--- src/rtl/alu_nibble_seq.sv ---
// Wide-word ALU sequencer: drives a 4-bit ALU one nibble per cycle, LSB first, chaining carry.
// Define ALU_SEQ_BACK2BACK_EN to accept a new request in the same cycle as the response handshake.
module alu_nibble_seq #(
  parameter int unsigned NIBBLES = 4
) (
  input  logic                   i_clk,
  input  logic                   i_rst,
  input  logic                   i_req_valid,
  output logic                   o_req_ready,
  input  logic [2:0]             i_req_op,
  input  logic [4*NIBBLES-1:0]   i_req_a,
  input  logic [4*NIBBLES-1:0]   i_req_b,
  output logic                   o_resp_valid,
  input  logic                   i_resp_ready,
  output logic [4*NIBBLES-1:0]   o_resp_result,
  output logic                   o_resp_zero,
  output logic                   o_resp_carry,
  output logic                   o_resp_overflow,
  output logic                   o_resp_size,
  output logic [3:0]             o_alu_a,
  output logic [3:0]             o_alu_b,
  output logic [2:0]             o_alu_c,
  output logic                   o_alu_cin,
  input  logic [3:0]             i_alu_result,
  input  logic                   i_alu_carry,
  input  logic                   i_alu_overflow
);

  localparam int unsigned W = 4 * NIBBLES;
  localparam logic [2:0] KMax = 3'(NIBBLES - 1);

  localparam logic [2:0] OpAdd = 3'b000;
  localparam logic [2:0] OpSub = 3'b001;
  localparam logic [2:0] OpNot = 3'b010;
  localparam logic [2:0] OpSlt = 3'b110;
  localparam logic [2:0] OpEq  = 3'b111;

  typedef enum logic [1:0] {StIdle, StRun, StDone} state_e;

  state_e         r_state, w_state_next;
  logic [2:0]     r_op;
  logic [W-1:0]   r_a, r_b, r_result;
  logic [2:0]     r_k;
  logic           r_carry, r_zero, r_ovf;

  logic w_accept, w_last, w_done, w_arith, w_inv, w_inv_req;

  assign w_accept  = i_req_valid && o_req_ready;
  assign w_last    = (r_k == KMax);
  assign w_done    = (r_state == StDone);
  assign w_arith   = (r_op == OpAdd) || (r_op == OpSub) || (r_op == OpSlt) || (r_op == OpEq);
  assign w_inv     = (r_op == OpSub) || (r_op == OpSlt) || (r_op == OpEq);
  assign w_inv_req = (i_req_op == OpSub) || (i_req_op == OpSlt) || (i_req_op == OpEq);

  always_ff @(posedge i_clk) begin
    if (i_rst) r_state <= StIdle;
    else       r_state <= w_state_next;
  end

  always_comb begin
    w_state_next = r_state;
    unique case (r_state)
      StIdle: if (w_accept) w_state_next = StRun;
      StRun:  if (w_last) w_state_next = StDone;
      StDone: begin
        if (i_resp_ready) begin
`ifdef ALU_SEQ_BACK2BACK_EN
          w_state_next = w_accept ? StRun : StIdle;
`else
          w_state_next = StIdle;
`endif
        end
      end
      default: w_state_next = StIdle;
    endcase
  end

  always_comb begin
    o_req_ready  = 1'b0;
    o_resp_valid = 1'b0;
    o_alu_a      = 4'h0;
    o_alu_b      = 4'h0;
    o_alu_c      = 3'b000;
    o_alu_cin    = 1'b0;
    unique case (r_state)
      StIdle: o_req_ready = 1'b1;
      StRun: begin
        // Arith ops always use ALU add with inverted b; ALU sub cannot chain carry.
        o_alu_a = r_a[3:0];
        if (w_arith) begin
          o_alu_b   = w_inv ? ~r_b[3:0] : r_b[3:0];
          o_alu_cin = r_carry;
        end else begin
          o_alu_c = r_op;
          o_alu_b = (r_op == OpNot) ? 4'h0 : r_b[3:0];
        end
      end
      StDone: begin
        o_resp_valid = 1'b1;
`ifdef ALU_SEQ_BACK2BACK_EN
        o_req_ready  = i_resp_ready;
`endif
      end
      default: ;
    endcase
  end

  // Operands shift right one nibble per cycle; result nibbles enter from the top.
  always_ff @(posedge i_clk) begin
    if (i_rst) begin
      r_op     <= 3'b000;
      r_a      <= '0;
      r_b      <= '0;
      r_result <= '0;
      r_k      <= 3'd0;
      r_carry  <= 1'b0;
      r_zero   <= 1'b0;
      r_ovf    <= 1'b0;
    end else if (w_accept) begin
      r_op    <= i_req_op;
      r_a     <= i_req_a;
      r_b     <= i_req_b;
      r_k     <= 3'd0;
      r_carry <= w_inv_req;
      r_zero  <= 1'b1;
      r_ovf   <= 1'b0;
    end else if (r_state == StRun) begin
      r_a      <= r_a >> 4;
      r_b      <= r_b >> 4;
      r_result <= {i_alu_result, r_result[W-1:4]};
      r_carry  <= w_arith & i_alu_carry;
      r_zero   <= r_zero & ~|i_alu_result;
      r_k      <= r_k + 3'd1;
      if (w_last) r_ovf <= w_arith & i_alu_overflow;
    end
  end

  assign o_resp_result   = w_done ? r_result : '0;
  assign o_resp_zero     = w_done & r_zero;
  assign o_resp_carry    = w_done & w_arith & r_carry;
  assign o_resp_overflow = w_done & r_ovf;
  assign o_resp_size     = w_done & (((r_op == OpSlt) & (r_result[W-1] ^ r_ovf)) |
                                     ((r_op == OpEq) & r_zero));

endmodule

--- config.mk ---
export PLATFORM = sky130hd
export DESIGN_NAME = alu_nibble_seq
export DESIGN_NICKNAME = d
export VERILOG_FILES = /design/src/rtl/alu_nibble_seq.sv
export SDC_FILE = /design/constraint.sdc
export NUM_CORES = 1
export LEC_CHECK = 0
export ABC_CLOCK_PERIOD_IN_PS = 1500
export CORE_ASPECT_RATIO = 2
export CORE_MARGIN = 1.5
export CORE_UTILIZATION = 47
export CTS_CLUSTER_SIZE = 25
export DETAILED_ROUTE_END_ITERATION = 8
export PLACE_DENSITY_LB_ADDON = 0.15
export SLEW_MARGIN = 20
export SYNTH_ARGS = -nofsm -noshare
export SYNTH_HDL_FRONTEND = slang
export SYNTH_SLANG_ARGS = --single-unit
--- constraint.sdc ---
create_clock -name i_clk -period 1.5 [get_ports i_clk]
set_input_delay 0.15 -clock i_clk [delete_from_list [all_inputs] [get_ports i_clk]]
set_output_delay 0.15 -clock i_clk [all_outputs]
set_load 0.02 [all_outputs]
**Word level (Yosys, flattened, before mapping)**

Index checks and enable logic that the tools add are counted.

- Flip-flop bits (word level): 59
- Bits of input ports: 45
- Output and inout bits: 34

- Add/sub/neg operators: 1
- Equality and inequality tests: 13
- Mux-type cells: 24
- Bitwise operators: 14
- Reductions and logical operators: 17

Operators by type and width:

| cell | count |
|---|---|
| $mux W16 | 5 |
| $mux W4 | 5 |
| $eq A3 B3 Y1 const B | 4 |
| $and A1 B1 Y1 | 10 |
| $mux W1 | 8 |
| $logic_or A1 B1 Y1 | 7 |
| $eq A3 B1 Y1 const B | 2 |
| $eq A3 B2 Y1 const B | 2 |
| $mux W2 | 3 |
| $mux W3 | 2 |
| $ne A2 B2 Y1 const B | 3 |
| $pmux W2 S3 | 1 |
| $not A4 Y4 | 1 |
| $reduce_and A2 Y1 | 2 |
| $reduce_or A4 Y1 | 1 |
| $add A3 B1 Y3 const B | 1 |
| $logic_not A3 Y1 | 1 |
| $reduce_and A3 Y1 | 1 |
| $eq A2 B1 Y1 const B | 1 |
| $eq A2 B2 Y1 const B | 1 |
| $logic_not A2 Y1 | 1 |
| $reduce_bool A2 Y1 | 1 |
| $reduce_or A2 Y1 | 1 |
| $logic_and A1 B1 Y1 | 1 |
| other kinds (4) | 4 |

**Logic depth before layout (Yosys ltp)**

- Word-level depth: 7
- Gate-level depth with buffers: 6
- Mapped depth without buffers: 5

**Least setup slack after synthesis**

No wires, ideal clock.

- Path type: register to output
- From: register r_state[1]
- To: output port o_alu_c[2]
- Data arrival time: 1.404 ns
- Required time: 1.350 ns
- Slack: -0.054 ns
- Stages on the path, launching flop included: 6
- Path buffers: 3
- Cells stage by stage: dfxtp_1 buf_4 nand2b_1 buf_2 buf_2 nor3b_1

- Word-level cells in the longest chain between the ends: 2

Ends and longest elaborated chain:

| what | line | source |
|---|---|---|
| start: declaration | 40 | `state_e r_state, w_state_next;` |
| start signal: assignment | 56 | `if (i_rst) r_state <= StIdle;` |
| start signal: assignment | 57 | `else r_state <= w_state_next;` |
| $eq A2 B1 Y1 | 85 | `unique case (r_state)` |
| $mux W3 | 85 |  |
| end: declaration | 22 | `output logic [2:0] o_alu_c,` |

Every way passes these cells.

**Worst setup path after layout**

- From: register r_op[1]
- To: output port o_alu_b[1]

- Word-level cells in the longest chain between the ends: 6
- Elaborated cells between the ends (all ways): 14
- Those cells by class: eq/ne: 4; mux: 4; reduce/logical: 6

Ends and longest elaborated chain:

| what | line | source |
|---|---|---|
| start: declaration | 41 | `logic [2:0] r_op;` |
| start signal: assignment | 120 | `r_op <= i_req_op;` |
| $eq A3 B1 Y1, or another cell as far along | 51, 52 |  |
| $logic_or A1 B1 Y1, on equally long branches (2 in series) | 52, 51 |  |
| $mux W4 / $logic_or A1 B1 Y1 (equally long branches) | 91, 51 |  |
| $mux W4 (*) | 90 | `if (w_arith) begin` |
| $mux W4 (*) | 85 |  |
| end: declaration | 21 | `output logic [3:0] o_alu_b,` |

Every way passes the cells marked *; elsewhere a longest branch is shown, timed or not.

==> run summary <==
Worst hold margin -> 0.274 ns
Area Growth Syn to Fin -> 57.7%
Global Route Usage Sum -> 0.235
Vias in the first global route -> 2507
Post-synth EDFFs -> 0
Yosys reg bits -> 59
CTS root buf -> clkbuf_8
Die W -> 56.5 µm
RR Endpoint -> r_b[2]$_SDFFE_PP0P_
DIE AREA -> 6220 µm²
Status -> complete, but fails checks
Vias -> 2756
Sequential share of the synthesized area -> 0.438
Final core occ -> 0.777
Setup Skew -> 0.00706 ns
Path depth of the worst reg2reg path -> 7
Setup slack, reg-to-reg -> 0.04 ns
Post-Syn Instances -> 331
Worst setup SP type -> register
Final Slew Violations -> 0
Failing checks -> setup timing
Core outline area -> 5470 µm²
Req. time, crit path -> 1.35 ns
Relative slew slack -> 0.732
Slew of the pin with the lowest slew margin -> 0.398 ns
Fill cell count -> 392
Initial core utilization -> 0.493
N_diodes -> 0
Buffers on Ports -> 78
Syn_nets -> 378
MaxCap Viol Count -> 0
Crit. Startpoint -> r_op[1]$_SDFFE_PP0P_
Largest net degree at the start of global routing -> 60
Hold crit path type -> primary input to register
RSZ-0062 raised after global routing -> yes
Reg2Reg Launch Point -> r_state[1]$_SDFFE_PP0P_
Clock-pin slew reported for the worst setup and hold paths after clock tree synthesis -> 0.07 ns
CTS H-tree lvls -> 3
Unique masters post-synth -> 34
Synth Cell Area -> 2690 µm²
Worst skew pair latency -> 0.34 ns
Crit path DAT -> 1.39 ns
Detailed Route WL -> 7.81 mm
YS warnings -> 0
Final setup viols -> 8
Critical Path, Cell by Cell -> clkbuf_16, nor2b_1, a2bb2oi_1, a21oi_2, buf_6
Post-route cell area -> 4250 µm²
Worst-path fanout max -> 4
First-iteration detailed-routing DRC count -> 128
Fmax achieved -> 0.647 GHz
VDD IR max -> 0.00123 V
IO Count -> 79
Hold Buf Count CTS -> 0
Mean Syn Cell Area -> 8.14 µm²
Tmin final -> 1.54 ns
Crit path kind -> register to output port
Via/cell ratio -> 5.51
Initial antenna violation count -> 0
Detail Placement HPWL -> 4.98 mm
Remaining DRCs -> 0
Max clock buf depth -> 2
PnR Total Power -> 3.95 mW
Crit. End Element -> output port
CP max-delay cell -> dfxtp_4
Placed inst area -> 3700 µm²
Die H -> 110 µm
P_leak -> 1.65 nW
Final ANT Viol Nets -> 0
PnR worst setup slack -> -0.0445 ns
Clk sinks -> 59
Grt total ovfl -> 0
Share of cells above drive strength 1 -> 0.318
FP Rows -> 38
DR WL/cell -> 15.6 µm
Final hold vios -> 0
Pwr/cell area -> 929 nW/µm²
TritonRoute pass-1 iters -> 4
Max incr delay on CP -> 0.38 ns
Most common cell after layout, fill and taps aside -> nand2_1
Tcrit/Tclk final -> 1.03
Most frequent cells in the layout -> nand2_1, a21oi_1, dfxtp_1, clkdlybuf4s50_1, buf_6
CTS tree -> built
First-pass GRT wire length -> 11.3 mm
CP endpoint -> o_alu_b[1]
FFs w/ async S/R, synth -> 0
Final GP Congestion -> 0.855
Number of CTS-inserted buffers -> 9
Dominant synthesized flop cell -> dfxtp_1
Nets -> 482
-- cell type report --
| type | instances | area [µm²] | share of cell area |
|---|---|---|---|
| Multi-Input combinational cell | 240 | 1540 | 0.363 |
| Timing Repair Buffer | 123 | 1220 | 0.287 |
| Sequential cell | 59 | 1200 | 0.282 |
| Clock buffer | 11 | 131 | 0.0309 |
| Clock inverter | 5 | 77.6 | 0.0183 |
| Tap cell | 60 | 75.1 | 0.0177 |
| Inverter | 2 | 7.51 | 0.00177 |
-- stage by stage --
step                      worst slack [ns]  cells  TNS, ns
after CTS                          -0.0527    491   -0.317
after global placement              -0.229    472    -5.67
after global routing                -0.101    500    -1.47
after floorplan                     0.0603    331        0
after detailed placement            -0.248    472    -6.63
final                              -0.0445    500   -0.174
-- critical path, delay by kind of cell, from the launching register on --
kind	cells	cell delay [ns]
AOI/OAI and AO/OA	2	0.26
and+or+nand+nor	1	0.12
DFF	1	0.38
buffers and inverters	2	0.29
-- cell usage after synthesis, types with 2 or more instances --
| cell type | count | area [µm²] |
|---|---|---|
| a21oi_1 | 59 | 295 |
| a22oi_1 | 24 | 180 |
| a2bb2oi_1 | 4 | 35.0 |
| and2_1 | 22 | 138 |
| and3_1 | 2 | 12.5 |
| buf_1 | 2 | 7.51 |
| buf_2 | 14 | 70.1 |
| buf_4 | 2 | 15.0 |
| buf_6 | 3 | 33.8 |
| clkbuf_1 | 9 | 33.8 |
| dfxtp_1 | 59 | 1180 |
| ha_1 | 2 | 25.0 |
| inv_1 | 2 | 7.51 |
| mux2i_1 | 2 | 20.0 |
| nand2_1 | 78 | 293 |
| nand2b_1 | 3 | 18.8 |
| nand3_1 | 9 | 45.0 |
| nor2_1 | 3 | 11.3 |
| nor2b_1 | 6 | 37.5 |
| nor3_1 | 3 | 15.0 |
| nor3b_1 | 3 | 22.5 |
| o21ai_0 | 2 | 10.0 |
| xnor2_1 | 7 | 61.3 |
-- how the worst min path moves through the flow --
stage | start | end | slack, ns | depth (start not counted)
2_1_floorplan | i_alu_result[0] | r_result[12]$_SDFFE_PP0P_ | 0.29 | 2
3_3_place_gp | r_a[2]$_SDFFE_PP0P_ | r_a[2]$_SDFFE_PP0P_ | 0.44 | 2
3_5_place_dp | r_result[3]$_SDFFE_PP0P_ | r_result[3]$_SDFFE_PP0P_ | 0.44 | 2
4_1_cts | i_rst | r_a[13]$_SDFFE_PP0P_ | 0.26 | 3
5_1_grt | i_rst | r_b[7]$_SDFFE_PP0P_ | 0.27 | 3
6_report | i_rst | r_a[1]$_SDFFE_PP0P_ | 0.27 | 3
-- sequential cells by signal, indices dropped and copies added, names as in the netlist --
signal    count
r_k           3
r_state       2
r_result     16
r_a          16
r_ovf         1
r_zero        1
r_op          3
r_carry       1
r_b          16
-- layer usage --
| layer | GRT usage | share of wire |
|---|---|---|
| met1 | 0.236 | 0.36 |
| met2 | 0.430 | 0.56 |
| met3 | 0.0607 | 0.047 |
| met4 | 0.134 | 0.036 |
| met5 | 0 | 0 |
-- timing repair --
action,4_1_cts,5_1_grt
gates cloned,1,3
resized for setup,169,80
buffers inserted,2,6
setup endpoints to repair,34,49
pin swaps,1,21
-- power breakdown --
group	leakage (nW)	internal, mW	switching (mW)
sequential	0.485	1.64	0.0623
combinational	1.06	0.377	0.306
clock	0.103	0.930	0.628
total	1.65	2.95	0.996
-- cells by family (layout without fill, tap and decap cells) --
group | after synthesis | count (layout) | synth area share
adders and majority gates | 2 | 2 | 0.00929
muxes | 2 | 2 | 0.00743
and+or+nand+nor | 136 | 136 | 0.244
xor gates and xnor gates | 7 | 7 | 0.0228
AOI/OAI and AO/OA | 93 | 93 | 0.216
buffers and inverters | 32 | 141 | 0.0622
DFF | 59 | 59 | 0.438
No activity file was read; power rests on OpenSTA's default activity.
